$ cat src/rtl/sram_to_fifo_if.sv
// rtl/sram_to_fifo_if.sv - control, SRAM read and FIFO push signal bundle for sram_to_fifo
//
// Purpose: groups every non-clock, non-reset signal of sram_to_fifo into one bundle.
// The master modport is the sram_to_fifo side. The slave modport is the
// environment side (requester, SRAM and FIFO).
//
// Signals:
//   start         transfer request, sampled only while the engine is idle
//   base_addr     first SRAM word address, latched when start is accepted
//   length        number of words to move (0 .. 2^aw), latched when start is accepted
//   sram_rd       one-cycle SRAM read strobe
//   sram_addr     SRAM read address, valid while sram_rd=1
//   sram_data_in  SRAM read data, valid while sram_done=1
//   sram_done     SRAM read-complete pulse
//   full          downstream FIFO cannot accept a word
//   push          FIFO write enable, one word per high cycle
//   fifo_data_out word written to the FIFO, valid while push=1
//   busy          engine is not idle
//   done          one-cycle pulse at the end of a transfer
interface sram_to_fifo_if #(
   parameter int dw = 32,
   parameter int aw = 10
);
   logic          start;
   logic [aw-1:0] base_addr;
   logic [aw:0]   length;
   logic          sram_rd;
   logic [aw-1:0] sram_addr;
   logic [dw-1:0] sram_data_in;
   logic          sram_done;
   logic          full;
   logic          push;
   logic [dw-1:0] fifo_data_out;
   logic          busy;
   logic          done;

   modport master (
      input  start, base_addr, length, sram_data_in, sram_done, full,
      output sram_rd, sram_addr, push, fifo_data_out, busy, done
   );

   modport slave (
      output start, base_addr, length, sram_data_in, sram_done, full,
      input  sram_rd, sram_addr, push, fifo_data_out, busy, done
   );
endinterface

$ cat src/rtl/sram_to_fifo.sv
// rtl/sram_to_fifo.sv - moves a block of SRAM words into a downstream FIFO
//
// Purpose: on an accepted start, reads `length` consecutive SRAM words
// beginning at base_addr. The address wraps modulo 2^aw. Each word is pushed
// into a FIFO in ascending address order. Only one SRAM read is outstanding
// at any time. The engine stalls while the FIFO is full and pulses done at
// the end of the transfer.
//
// Ports:
//   wb_clk  single clock; all state changes on its rising edge
//   wb_rst  synchronous active-high reset; it has priority over start
//   bus     sram_to_fifo_if.master bundle (handshake, SRAM and FIFO signals)
module sram_to_fifo #(
   parameter int dw = 32,
   parameter int aw = 10
) (
   input  logic                 wb_clk,
   input  logic                 wb_rst,
   sram_to_fifo_if.master       bus
);

   typedef enum logic [2:0] {
      ST_IDLE = 3'd0,
      ST_READ = 3'd1,
      ST_WAIT = 3'd2,
      ST_PUSH = 3'd3,
      ST_DONE = 3'd4
   } state_t;

   state_t        state_q,     state_d;
   logic [aw-1:0] addr_q,      addr_d;       // address of the word in flight
   logic [aw:0]   remaining_q, remaining_d;  // words still to push, 0 .. 2^aw
   logic [dw-1:0] data_q,      data_d;       // captured SRAM word
   logic [aw-1:0] sram_addr_q, sram_addr_d;  // held between reads

   // State register and datapath registers.
   always_ff @(posedge wb_clk) begin
      if (wb_rst) begin
         state_q     <= ST_IDLE;
         addr_q      <= '0;
         remaining_q <= '0;
         data_q      <= '0;
         sram_addr_q <= '0;
      end else begin
         state_q     <= state_d;
         addr_q      <= addr_d;
         remaining_q <= remaining_d;
         data_q      <= data_d;
         sram_addr_q <= sram_addr_d;
      end
   end

   // Next-state and datapath update.
   // sram_addr is loaded only on the edge that enters READ. It equals addr
   // throughout the read strobe and keeps that value until the next read,
   // even though addr advances in PUSH.
   always_comb begin
      state_d     = state_q;
      addr_d      = addr_q;
      remaining_d = remaining_q;
      data_d      = data_q;
      sram_addr_d = sram_addr_q;

      case (state_q)
         ST_IDLE: begin
            if (bus.start) begin
               addr_d      = bus.base_addr;
               remaining_d = bus.length;
               if (bus.length == '0) begin
                  state_d = ST_DONE;
               end else begin
                  state_d     = ST_READ;
                  sram_addr_d = bus.base_addr;
               end
            end
         end

         ST_READ: begin
            state_d = ST_WAIT;
         end

         ST_WAIT: begin
            if (bus.sram_done) begin
               data_d  = bus.sram_data_in;
               state_d = ST_PUSH;
            end
         end

         ST_PUSH: begin
            // While full is asserted, stall with every register frozen.
            if (!bus.full) begin
               addr_d      = addr_q + 1'b1;      // natural wrap at 2^aw
               remaining_d = remaining_q - 1'b1;
               if (remaining_q == {{aw{1'b0}}, 1'b1}) begin
                  state_d = ST_DONE;
               end else begin
                  state_d     = ST_READ;
                  sram_addr_d = addr_q + 1'b1;
               end
            end
         end

         ST_DONE: begin
            state_d = ST_IDLE;
         end

         default: begin
            state_d = ST_IDLE;
         end
      endcase
   end

   // Outputs are decoded from the current state. push also depends
   // combinationally on full, so a word leaves on the first non-full cycle.
   assign bus.sram_rd       = (state_q == ST_READ);
   assign bus.sram_addr     = sram_addr_q;
   assign bus.push          = (state_q == ST_PUSH) && !bus.full;
   assign bus.fifo_data_out = data_q;
   assign bus.busy          = (state_q != ST_IDLE);
   assign bus.done          = (state_q == ST_DONE);

endmodule

$ cat src/flat_wrapper.sv
// flat-port wrapper written by rule: the top's interface ports become plain ports
module sram_to_fifo_flat 
#(
   parameter int dw = 32,
   parameter int aw = 10
)
  (wb_clk, wb_rst, bus_start, bus_base_addr, bus_length, bus_sram_data_in, bus_sram_done, bus_full, bus_sram_rd, bus_sram_addr, bus_push, bus_fifo_data_out, bus_busy, bus_done);
  sram_to_fifo_if #(.dw(dw), .aw(aw)) bus_i ();
  input  logic wb_clk;
  input  logic wb_rst;
  input wire logic [$bits(bus_i.start)-1:0] bus_start;
  input wire logic [$bits(bus_i.base_addr)-1:0] bus_base_addr;
  input wire logic [$bits(bus_i.length)-1:0] bus_length;
  input wire logic [$bits(bus_i.sram_data_in)-1:0] bus_sram_data_in;
  input wire logic [$bits(bus_i.sram_done)-1:0] bus_sram_done;
  input wire logic [$bits(bus_i.full)-1:0] bus_full;
  output wire logic [$bits(bus_i.sram_rd)-1:0] bus_sram_rd;
  output wire logic [$bits(bus_i.sram_addr)-1:0] bus_sram_addr;
  output wire logic [$bits(bus_i.push)-1:0] bus_push;
  output wire logic [$bits(bus_i.fifo_data_out)-1:0] bus_fifo_data_out;
  output wire logic [$bits(bus_i.busy)-1:0] bus_busy;
  output wire logic [$bits(bus_i.done)-1:0] bus_done;
  assign bus_i.start = bus_start;
  assign bus_i.base_addr = bus_base_addr;
  assign bus_i.length = bus_length;
  assign bus_i.sram_data_in = bus_sram_data_in;
  assign bus_i.sram_done = bus_sram_done;
  assign bus_i.full = bus_full;
  assign bus_sram_rd = bus_i.sram_rd;
  assign bus_sram_addr = bus_i.sram_addr;
  assign bus_push = bus_i.push;
  assign bus_fifo_data_out = bus_i.fifo_data_out;
  assign bus_busy = bus_i.busy;
  assign bus_done = bus_i.done;
  sram_to_fifo #(.dw(dw), .aw(aw)) u_core (.wb_clk(wb_clk), .wb_rst(wb_rst), .bus(bus_i));
endmodule
$ cat config.mk
export PLATFORM = sky130hd
export DESIGN_NAME = sram_to_fifo_flat
export DESIGN_NICKNAME = d
export VERILOG_FILES = /design/src/rtl/sram_to_fifo_if.sv /design/src/rtl/sram_to_fifo.sv /design/src/flat_wrapper.sv
export SDC_FILE = /design/constraint.sdc
export NUM_CORES = 1
export LEC_CHECK = 0
export ABC_AREA = 1
export BUFFER_PORTS_ARGS = -buffer_cell sky130_fd_sc_hd__buf_4
export CAP_MARGIN = 10
export CORE_UTILIZATION = 46
export DETAILED_ROUTE_END_ITERATION = 16
export GPL_ROUTABILITY_DRIVEN = 0
export GPL_TIMING_DRIVEN = 0
export PLACE_DENSITY = 0.84
export SLEW_MARGIN = 5
export SYNTH_ARGS = -nofsm -noshare
export SYNTH_HDL_FRONTEND = slang
export SYNTH_SLANG_ARGS = --single-unit
$ cat constraint.sdc
create_clock -name wb_clk -period 1.51 [get_ports wb_clk]
set_input_delay 0.302 -clock wb_clk [delete_from_list [all_inputs] [get_ports wb_clk]]
set_output_delay 0.302 -clock wb_clk [all_outputs]
set_load 0.005 [all_outputs]
==> impl_metrics.env <==
export IMPL_finalNetCount=686
export IMPL_placedCellCount=672
export IMPL_first_iter_violations=236
export IMPL_worst_r2r_cell_count=9
export IMPL_vias_in_the_first_global_route=3446
export IMPL_power_density_nw_per_um2=1870
export IMPL_grt_setup_unrepaired="true"
export IMPL_dieArea_um2=7260
export IMPL_final_setup_tns_ns=-0.0430
export IMPL_num_vias=3672
export IMPL_worst_r2r_startpoint="u_core.state_q[2]"
export IMPL_timing_reg2reg_setup_slack_ns=0.01
export IMPL_diodes=0
export IMPL_synthToLayoutAreaGrowth_pct=44.0
export IMPL_h_tree_depth=3
export IMPL_grt_first_pass_wirelength_um=14700
export IMPL_postSynthCellCount=493
export IMPL_first_pass_iters=5
export IMPL_flip_flop_and_latch_count_after_synthesis=66
export IMPL_finalWirelength_um=9320
export IMPL_crit_fanout=4
export IMPL_timing_critical_path_to="bus_push"
export IMPL_layout_worst_path_cycle_share_pct=103
export IMPL_floorplan_rows=29
export IMPL_timing_critical_path_from_type="flop"
export IMPL_synth_cell_area_um2=3180
export IMPL_ctsRootBufferMaster="sky130_fd_sc_hd__clkbuf_8"
export IMPL_drt_vias_per_instance=5.21
export IMPL_clock_insertion_delay_worst_skew_ns=0.33
export IMPL_synth_lib_cells_used_distinct=29
export IMPL_cts_tree="yes"
export IMPL_setup_slack_ns=-0.0430
export IMPL_die_h_um=85.2
export IMPL_max_freq_mhz=644
export IMPL_detailed_place_hpwl_um=6440
export IMPL_power_leakage_nw=2.34
export IMPL_report_final_slew_viol_count=0
export IMPL_finalHoldViolCount=0
export IMPL_clock_path_buffers=2
export IMPL_floorplan_initialDensity_pct=48.8
export IMPL_pin_count_of_the_biggest_net_entering_global_routing=11
export IMPL_cts_reportedPaths_clkPinSlew_ns=0.07
export IMPL_timing_critical_path_to_type="output pin"
export IMPL_timing_max_slew_rel_slack_pct=63.7
export IMPL_timing_critical_path_arrival_ns=1.25
export IMPL_ioPinCount=104
export IMPL_timing_worst_slew_pin_value_ns=0.544
export IMPL_post_route_clock_skew_ns=0.00905
export IMPL_drcViolationCount=0
export IMPL_period_needed_ns=1.55
export IMPL_port_buffer_count=102
export IMPL_cts_inserted_buffers=9
export IMPL_seq_area_frac_synth_pct=41.5
export IMPL_drt_wirelength_per_cell_um=13.2
export IMPL_max_cap_violations=0
export IMPL_cp_startpoint="u_core.state_q[1]"
export IMPL_synth_warning_count=0
export IMPL_postSynthNetCount=554
export IMPL_hold_buffers=0
export IMPL_timing_critical_path_required_ns=1.21
export IMPL_power_ir_vdd_worst_mv=0.798
export IMPL_timing_setup_critical_path_class="reg -> out"
export IMPL_cts_sink_count=66
export IMPL_fin_cells=705
export IMPL_grt_remaining_overflow=0
export IMPL_synth_avg_cell_area_um2=6.46
export IMPL_finalSetupViolCount=1
export IMPL_antenna_violating_nets_post_route=0
export IMPL_run_status="finished with violations"
export IMPL_critical_path_reg2reg_endpoint="u_core.bus.sram_addr[7]"
export IMPL_hp_class="in -> reg"
export IMPL_antenna_found_initial=0
export IMPL_layout_drive_gt1_share_pct=30.1
export IMPL_die_width_um=85.2
export IMPL_globalRouteTotalUtil_pct=25.3
export IMPL_failed_checks="setup timing"
export IMPL_design_core_area_um2=6530
[critical path: stages (launching register included)]
cell                        delay (ns)
sky130_fd_sc_hd__dfxtp_4          0.37
sky130_fd_sc_hd__inv_2            0.05
sky130_fd_sc_hd__nor2_4           0.10
sky130_fd_sc_hd__nand2_4          0.08
sky130_fd_sc_hd__clkbuf_16        0.15
sky130_fd_sc_hd__nor2_4           0.07
sky130_fd_sc_hd__buf_6            0.09
[layer usage]
| layer | wire [µm] | global-route usage, % | vias to the layer above |
|---|---|---|---|
| li1 | - | - | 1806 |
| met1 | 3800 | 30.2 | 1659 |
| met2 | 4480 | 43.8 | 177 |
| met3 | 794 | 5.64 | 30 |
| met4 | 238 | 11.1 | 0 |
| met5 | 0 | 0 | - |
[cells in the mapped netlist]
cell	instances	share of area, %
sky130_fd_sc_hd__a211oi_1	2	0.47
sky130_fd_sc_hd__a21oi_1	18	2.8
sky130_fd_sc_hd__a31oi_1	2	0.39
sky130_fd_sc_hd__buf_1	1	0.12
sky130_fd_sc_hd__buf_2	3	0.47
sky130_fd_sc_hd__buf_4	2	0.47
sky130_fd_sc_hd__buf_6	1	0.35
sky130_fd_sc_hd__clkbuf_1	14	1.7
sky130_fd_sc_hd__dfxtp_1	66	41
sky130_fd_sc_hd__ha_1	3	1.2
sky130_fd_sc_hd__inv_1	53	6.2
sky130_fd_sc_hd__inv_2	1	0.12
sky130_fd_sc_hd__nand2_1	99	12
sky130_fd_sc_hd__nand2_2	2	0.39
sky130_fd_sc_hd__nand3_1	20	3.1
sky130_fd_sc_hd__nand3_2	1	0.31
sky130_fd_sc_hd__nand3_4	1	0.55
sky130_fd_sc_hd__nand3b_1	2	0.47
sky130_fd_sc_hd__nand4_1	4	0.79
sky130_fd_sc_hd__nor2_1	131	15
sky130_fd_sc_hd__nor2_2	1	0.20
sky130_fd_sc_hd__nor2_4	2	0.71
sky130_fd_sc_hd__nor3_1	3	0.47
sky130_fd_sc_hd__o211ai_1	1	0.24
sky130_fd_sc_hd__o21a_1	2	0.47
sky130_fd_sc_hd__o21ai_0	55	8.6
sky130_fd_sc_hd__o22ai_1	1	0.20
sky130_fd_sc_hd__o31ai_1	1	0.24
sky130_fd_sc_hd__xnor2_1	1	0.28
[how the worst min path moves through the flow]
stage,end,cells past startpoint,start
after floorplan,u_core.bus.fifo_data_out[0],2,bus_sram_data_in[0]
after global placement,u_core.remaining_q[8],2,u_core.remaining_q[8]
after detailed placement,u_core.remaining_q[8],2,u_core.remaining_q[8]
after CTS,u_core.bus.fifo_data_out[30],3,bus_sram_data_in[30]
after global routing,u_core.bus.fifo_data_out[9],3,bus_sram_data_in[9]
final,u_core.bus.fifo_data_out[30],3,bus_sram_data_in[30]
[cell families (layout without fill, tap and decap cells)]
logic type                 after synthesis  count (layout)  synth area share [%]
AOI/OAI and AO/OA                       82              82                  13.5
xor gates and xnor gates                 1               1                 0.275
adders and majority gates                3               3                  1.18
buffers and inverters                   75             210                  9.43
DFF                                     66              66                  41.5
and+or+nand+nor                        266             266                  34.1
[layout by cell type, fill, tap and decap left out, drive strengths merged]
| cell | instances |
|---|---|
| o21a | 2 |
| bufinv | 1 |
| nand3b | 2 |
| o211ai | 1 |
| nor3 | 3 |
| nand2 | 101 |
| a211oi | 2 |
| nor2 | 134 |
| nand4 | 4 |
| xnor2 | 1 |
| buf | 134 |
| inv | 54 |
| clkbuf | 20 |
| clkinvlp | 1 |
| nand3 | 22 |
| a31oi | 2 |
| o21ai | 55 |
| o31ai | 1 |
| dfxtp | 66 |
| o22ai | 1 |
| ha | 3 |
| a21oi | 18 |
[final cells by class]
type / count / area [µm²]
well taps: 77 / 96.3
fillers: 530 / 1950
inverters: 54 / 205
clock inverters: 2 / 37.5
flip-flops and latches: 66 / 1330
plain buffers: 21 / 170
multi-input cells: 352 / 1670
clock buffers: 12 / 155
repair buffers: 121 / 916
[flip-flops by register name (all words and copies together) (netlist names)]
signal / flops
u_core.bus.fifo_data_out: 32
u_core.state_q: 3
u_core.remaining_q: 11
u_core.bus.sram_addr: 10
u_core.addr_q: 10
[repair_timing]
item,4_1_cts,5_1_grt
setup endpoints to repair,62,65
gates resized for setup,23,70
pin swaps,3,10
setup buffers,9,10
[power by group]
part,total (mW),switching [mW],internal (mW)
clock network,1.48,0.644,0.836
registers,2.76,0.427,2.33
logic,4.34,2.41,1.94
total,8.58,3.48,5.10
[metrics by stage]
step | hold slack, ns | util, % | total power, mW | worst slack [ns] | cell area, µm²
2_1_floorplan | 0.437 | - | 4.99 | 0.0832 | 3180
3_3_place_gp | 0.453 | 62.0 | 6.12 | -0.172 | 4050
3_5_place_dp | 0.464 | 62.0 | 6.24 | -0.227 | 4050
4_1_cts | 0.182 | 67.1 | 8.04 | -0.0838 | 4380
5_1_grt | 0.186 | 70.2 | 9.22 | -0.102 | 4590
6_report | 0.186 | 70.2 | 8.58 | -0.0430 | 4590
Note: power is estimated with default switching activity, not from simulation.
